### src/rtl/serial_deserializer.sv
// rtl/serial_deserializer.sv - serial-to-parallel word assembler with a one-word output buffer
// Collects shift_en-strobed bits into WIDTH-bit words and holds one completed word for a ready/valid consumer.

module serial_deserializer #(
  parameter int WIDTH     = 8,
  parameter bit MSB_FIRST = 1'b1
) (
  input  logic                     clk,
  input  logic                     rst_n,
  input  logic                     s_in,
  input  logic                     shift_en,
  input  logic                     frame_start,
  input  logic                     out_ready,
  input  logic                     ovr_clr,
  output logic [WIDTH-1:0]         par_out,
  output logic                     out_valid,
  output logic                     overrun,
  output logic [$clog2(WIDTH)-1:0] bit_cnt
);

  localparam int CW = $clog2(WIDTH);
  localparam logic [CW-1:0] LAST_IDX = CW'(WIDTH - 1);

  typedef enum logic {
    S_EMPTY = 1'b0,
    S_FULL  = 1'b1
  } state_t;

  state_t           r_state;
  logic [WIDTH-1:0] r_sreg;
  logic [CW-1:0]    r_bit_cnt;
  logic [WIDTH-1:0] r_par_out;
  logic             r_out_valid;
  logic             r_overrun;

  logic [WIDTH-1:0] w_sreg_base;
  logic [WIDTH-1:0] w_word;
  logic             w_complete;

  // A frame_start discards the partial word, so the new bit shifts into an empty register.
  assign w_sreg_base = frame_start ? '0 : r_sreg;

  always_comb begin
    w_word = w_sreg_base;
    if (MSB_FIRST) begin
      w_word = {w_sreg_base[WIDTH-2:0], s_in};
    end else begin
      w_word = {s_in, w_sreg_base[WIDTH-1:1]};
    end
  end

  assign w_complete = shift_en && !frame_start && (r_bit_cnt == LAST_IDX);

  always_ff @(posedge clk) begin
    if (!rst_n) begin
      r_sreg    <= '0;
      r_bit_cnt <= '0;
    end else if (shift_en) begin
      r_sreg <= w_word;
      if (frame_start || (r_bit_cnt == LAST_IDX)) begin
        r_bit_cnt <= frame_start ? CW'(1) : '0;
      end else begin
        r_bit_cnt <= r_bit_cnt + CW'(1);
      end
    end else if (frame_start) begin
      r_sreg    <= '0;
      r_bit_cnt <= '0;
    end
  end

  // Output buffer: a completion while FULL and unaccepted is dropped and flagged.
  always_ff @(posedge clk) begin
    if (!rst_n) begin
      r_state     <= S_EMPTY;
      r_par_out   <= '0;
      r_out_valid <= 1'b0;
      r_overrun   <= 1'b0;
    end else begin
      case (r_state)
        S_EMPTY: begin
          if (w_complete) begin
            r_par_out   <= w_word;
            r_state     <= S_FULL;
            r_out_valid <= 1'b1;
          end
        end
        S_FULL: begin
          if (out_ready) begin
            if (w_complete) begin
              r_par_out <= w_word;
            end else begin
              r_state     <= S_EMPTY;
              r_out_valid <= 1'b0;
            end
          end
        end
        default: begin
          r_state     <= S_EMPTY;
          r_out_valid <= 1'b0;
        end
      endcase

      if ((r_state == S_FULL) && !out_ready && w_complete) begin
        r_overrun <= 1'b1;
      end else if (ovr_clr) begin
        r_overrun <= 1'b0;
      end
    end
  end

  assign par_out   = r_par_out;
  assign out_valid = r_out_valid;
  assign overrun   = r_overrun;
  assign bit_cnt   = r_bit_cnt;

endmodule

### config.mk
export PLATFORM = sky130hd
export DESIGN_NAME = serial_deserializer
export DESIGN_NICKNAME = d
export VERILOG_FILES = /design/src/rtl/serial_deserializer.sv
export SDC_FILE = /design/constraint.sdc
export NUM_CORES = 1
export LEC_CHECK = 0
export ABC_CLOCK_PERIOD_IN_PS = 2300
export CAP_MARGIN = 30
export CORE_MARGIN = 2
export CORE_UTILIZATION = 65
export CTS_BUF_LIST = sky130_fd_sc_hd__clkbuf_4 sky130_fd_sc_hd__clkbuf_8
export DETAILED_ROUTE_END_ITERATION = 8
export DONT_BUFFER_PORTS = 1
export PLACE_DENSITY = 0.91
export SLEW_MARGIN = 20
export SYNTH_ARGS = -nofsm -noshare
export SYNTH_HDL_FRONTEND = slang
export SYNTH_SLANG_ARGS = --single-unit
### constraint.sdc
create_clock -name clk -period 2.3 [get_ports clk]
set_clock_uncertainty 0.15 [all_clocks]
set_input_delay 0.345 -clock clk [delete_from_list [all_inputs] [get_ports clk]]
set_output_delay 0.345 -clock clk [all_outputs]
set_load 0.01 [all_outputs]
# After elaboration in Yosys (flattened, before gate mapping)
# Cells that the tools add are included.
[word_totals]
inputBits = 7
n_memories = 0
wordCells = 40
ff_bits = 21
latch_bits = 0
output_inout_bits = 13
mem_bits_rw = 0
rom_bits = 0
[op_classes]
n_lt_le_gt_ge = 0
n_shift = 0
multipliers = 0
n_addsub = 1
n_eq_ne = 4
n_mux = 18
bitwise = 1
div_mod_pow = 0
n_reduce_logical = 10
[op_table]
columns = ["cell", "count"]
rows = [
  ["2-to-1 mux 8 bit", 2],
  ["one-hot mux 8 bit (2 select lines)", 1],
  ["2-to-1 mux 7 bit", 2],
  ["2-to-1 mux 3 bit", 3],
  ["2-to-1 mux 1 bit", 8],
  ["!= test 2 bit (second input constant)", 3],
  ["logical AND 1 bit", 4],
  ["one-hot mux 1 bit (2 select lines)", 2],
  ["nonzero test 2 bit", 2],
  ["adder 3 x 1 -> 3 bit (second input constant)", 1],
  ["equality test 3 bit (second input constant)", 1],
  ["AND reduction 3 bit", 1],
  ["zero test 1 bit", 2],
  ["logical OR 1 bit", 1],
  ["inverter 1 bit", 1],
]

# Depth between registers and ports, before layout
[depth]
ltp_word = 6
depth_mapped = 6
mapped_depth_nobuf = 5

# Least setup slack after synthesis
# No wires, ideal clock.
[synth_path]
path_type = "register to register"
start = "reg r_bit_cnt[0] (netlist: bit_cnt[0])"
end = "reg r_par_out[3] (netlist: par_out[3])"
slack_ns = 0.775
n_path_buf = 1
path_stages_with_launch = 7
t_arrival_ns = 1.304
synth_period_minus_slack_ns = 1.525
t_required_ns = 2.078
setup_ns = 0.072
cell_sequence = "dfxtp_1 -> ha_1 -> ha_1 -> nand3b_4 -> nor2b_2 -> buf_6 -> mux2i_1"
[synth_via]
elab_chain_len = 5
[synth_lines]
columns = ["element", "line", "source"]
rows = [
  ["start: declaration", "31", "logic [CW-1:0] r_bit_cnt;"],
  ["start signal: assignment", "61", "r_bit_cnt <= frame_start ? CW'(1) : '0;"],
  ["start signal: assignment", "63", "r_bit_cnt <= r_bit_cnt + CW'(1);"],
  ["equality test 3 bit *", "52", "assign w_complete = shift_en && !frame_start && (r_bit_cnt == LAST_IDX);"],
  ["logical AND 1 bit *", "52", ""],
  ["2-to-1 mux 8 bit *", "-", ""],
  ["2-to-1 mux 8 bit", "-", ""],
  ["one-hot mux 8 bit (2 select lines) *", "-", ""],
  ["end signal: assignment", "82", "r_par_out <= w_word;"],
  ["end signal: assignment", "90", "r_par_out <= w_word;"],
  ["end: declaration", "32", "logic [WIDTH-1:0] r_par_out;"],
]
# Every way passes the cells marked *; elsewhere a longest branch is shown, timed or not. The select of a mux whose other input is x is not followed.
# A chain may end at the register's enable or synchronous reset.

# Final worst setup path
[layout_path]
start = "reg r_bit_cnt[0] (netlist: bit_cnt[0])"
end = "reg r_par_out[1] (netlist: par_out[1])"
# Same word-level chain as after synthesis.

==> reports/results.ini <==
[clock_tree]
cts_sinks = 21
cts-root-buf = clkbuf_4
cts-hold-fix-buffers = 0
h-tree-depth = 1
cts_max_path_buffers = 2
cts_buffers = 3
clk_pin_slew_worst_paths_ns = 0.11
clk_latency_ns = 0.30
postCtsSetupRepairBufs = 0
cts.repair.resized = 0
cts_tree = built

[drt]
viasPerCell = 5.47
drtIter0Drc = 8
num_vias = 569
antenna_left = 0
drc = 0
drt_first_pass_iters = 2
wl_mm = 1.44
wl_per_cell_um = 13.8

[setup_path]
cpMostUsedCell = ha_1
worstPathRequired_ns = 2.38
crit_slowest_cell = dfxtp_1
crit_arrival_ns = 1.96
worst-path-buf-inv = 0
ff2ff_setup_slack_ns = 0.43
rr_worst_depth = 5
crit-reg2reg-launch = bit_cnt[0]$_SDFFE_PN0P_
worstSetupStartpointType = flip-flop
r2r-end = par_out[1]$_SDFFE_PN0P_
cp_max_fo = 8
slowest_delay_ns = 0.43
cp-end-kind = flip-flop
cpLargestDelayFamily = simple AND/OR/NAND/NOR gates
crit_chain = ha_1 -> ha_1 -> nand3b_4 -> nor2b_2 -> mux2i_1
crit_type = reg -> reg

[placed_design]
io_buffers = 0
routabilityCongestion = 0.688
dp_slack_ns = 0.435
numPlacedInstances = 99
dpl.hpwl_mm = 1.05
place_area_um2 = 851

[sta]
hold_viol = 0
worstMarginPinSlew_ns = 0.492
setup_tns_ns = 0
maxSlewViolCount = 0
setup_ws_ns = 0.426
fin_crit_ns = 1.87
min_period_over_period_pct = 81.5
grt_setup_unrepaired = no
relSlewSlack_pct = 67.0
timing.fmax_ghz = 0.534
final-setup-viol-count = 0

[finish]
final_cells = 104
nNetsFinal = 99
seqCellArea_um2 = 420
layout-drive-gt1-share_pct = 6.74
syn_to_final_growth_pct = 3.34
antenna-diode-count = 0
multi_input_area_um2 = 408
finish.instance_area_um2 = 891
fillerInstances = 107

[hold_path]
worstHoldStart = rst_n
holdPathEnd = overrun$_SDFFE_PN0P_
hold_depth = 1
min_path_type = in -> reg

[synthesis]
synthDistinctLibCells = 22
ys.flop_type = dfxtp_1
synth_top_area_share_pct = 48.8
synth_edf_count = 0
yosys-top-cells-count = dfxtp_1 (21), nand2_1 (17), mux2i_1 (14)
yosys-top-cells-area = dfxtp_1 (49%), mux2i_1 (16%), nand2_1 (7.4%)
synth_area_um2 = 862
synth_top_cell_by_area = dfxtp_1
ys.warnings.count = 0
async_flop_share_pct = 0
syn-num-nets = 98
synth_area_per_cell_um2 = 9.69
synthCells = 89
synth_seq_cells = 21
yosysSeqAreaShare_pct = 48.8
synth.most_common_cell = dfxtp_1

[floorplan]
coreArea_mm2 = 0.00127
io_pins = 20
core.rowCount = 13
fp.dieW_um = 40.4
start_util_pct = 67.9
dieArea_mm2 = 0.00163
die_h_um = 40.4

[power]
p_leak_nw = 0.349
powerDensity_mw_per_mm2 = 640
ir_worst_vdd_uv = 404

[global_routing]
track_usage_pct = 21.4
grt_pass1_vias = 518
antenna_found_initial = 0
grt_max_degree = 23
overflow = 0
grt_pass1_wl_mm = 2.19

[flow_run]
maxCapViolations = 0

[outcome]
status = completed

[worst reg2reg max path, delay by kind of cell, from the launching register on]
family / cells / cell delay [ns]
DFF: 1 / 0.43
adders and majority gates: 2 / 0.43
muxes: 1 / 0.24
and+or+nand+nor: 2 / 0.55
[registers in the layout, summed over array words and instances (netlist names)]
signal and flops:
par_out 8, r_sreg 7, bit_cnt 3, out_valid 1, overrun 1, r_state 1
[logic make-up after synthesis]
| family | count (synthesis) | share of synthesized area, % |
|---|---|---|
| AND/OR/NAND/NOR | 38 | 22.2 |
| multiplexers | 14 | 16.3 |
| flip-flops | 21 | 48.8 |
| buffers and inverters | 6 | 3.92 |
| AO/OA/AOI/OAI | 8 | 5.95 |
| adder cells (fa/ha/maj) | 2 | 2.90 |
[area by class of cell]
cell class,instances,area share (%)
inverter,1,0.421
clock buffer,4,3.37
multi-input combinational,62,45.8
sequential,21,47.2
timing repair buffer,1,1.12
tap,15,2.11
[routing by layer]
metal | global-route usage [%] | part of all wire [%] | vias to the layer above
met5 | 0 | 0 | -
met4 | 15.0 | 2.7 | 0
met3 | 5.00 | 4.7 | 4
met2 | 36.5 | 49 | 13
met1 | 22.8 | 43 | 258
li1 | - | - | 294
[worst max path at each step]
stage                     slack [ns]                 endpoint  cells after the start                    start
after floorplan                 0.77  par_out[3]$_SDFFE_PN0P_                      6  bit_cnt[0]$_SDFFE_PN0P_
after global placement          0.49  par_out[5]$_SDFFE_PN0P_                      5  bit_cnt[0]$_SDFFE_PN0P_
after detailed placement        0.43  par_out[1]$_SDFFE_PN0P_                      5  bit_cnt[0]$_SDFFE_PN0P_
after CTS                       0.40  par_out[5]$_SDFFE_PN0P_                      5  bit_cnt[0]$_SDFFE_PN0P_
after global routing            0.24  par_out[6]$_SDFFE_PN0P_                      5  bit_cnt[0]$_SDFFE_PN0P_
final                           0.43  par_out[1]$_SDFFE_PN0P_                      5  bit_cnt[0]$_SDFFE_PN0P_
[through the flow]
stage | hold WS [ns] | utilization (%) | power, mW
after floorplan | 0.287 | - | 0.398
after global placement | 0.320 | 67.1 | 0.391
after detailed placement | 0.321 | 67.1 | 0.392
after CTS | 0.00392 | 69.4 | 0.575
after global routing | 0.00408 | 70.2 | 0.592
final | 0.0155 | 70.2 | 0.570
[report_power, final]
part,leakage [nW],switching (mW),total [mW],internal [mW]
Sequential,0.170,0.00332,0.370,0.366
Combinational,0.161,0.00559,0.0154,0.00986
Clock,0.0184,0.106,0.185,0.0793
Total,0.349,0.115,0.570,0.456
[cell usage in the layout, fill, tap and decap left out, types with 2 or more instances in the layout]
| cell | n |
|---|---|
| nand2_1 | 17 |
| dfxtp_1 | 21 |
| mux2i_1 | 14 |
| a21oi_1 | 3 |
| nand2b_1 | 4 |
| nand3b_1 | 2 |
| a21boi_1 | 2 |
| nor2_1 | 9 |
| clkbuf_4 | 4 |
| ha_1 | 2 |
Power figures use the tool's default switching activity.
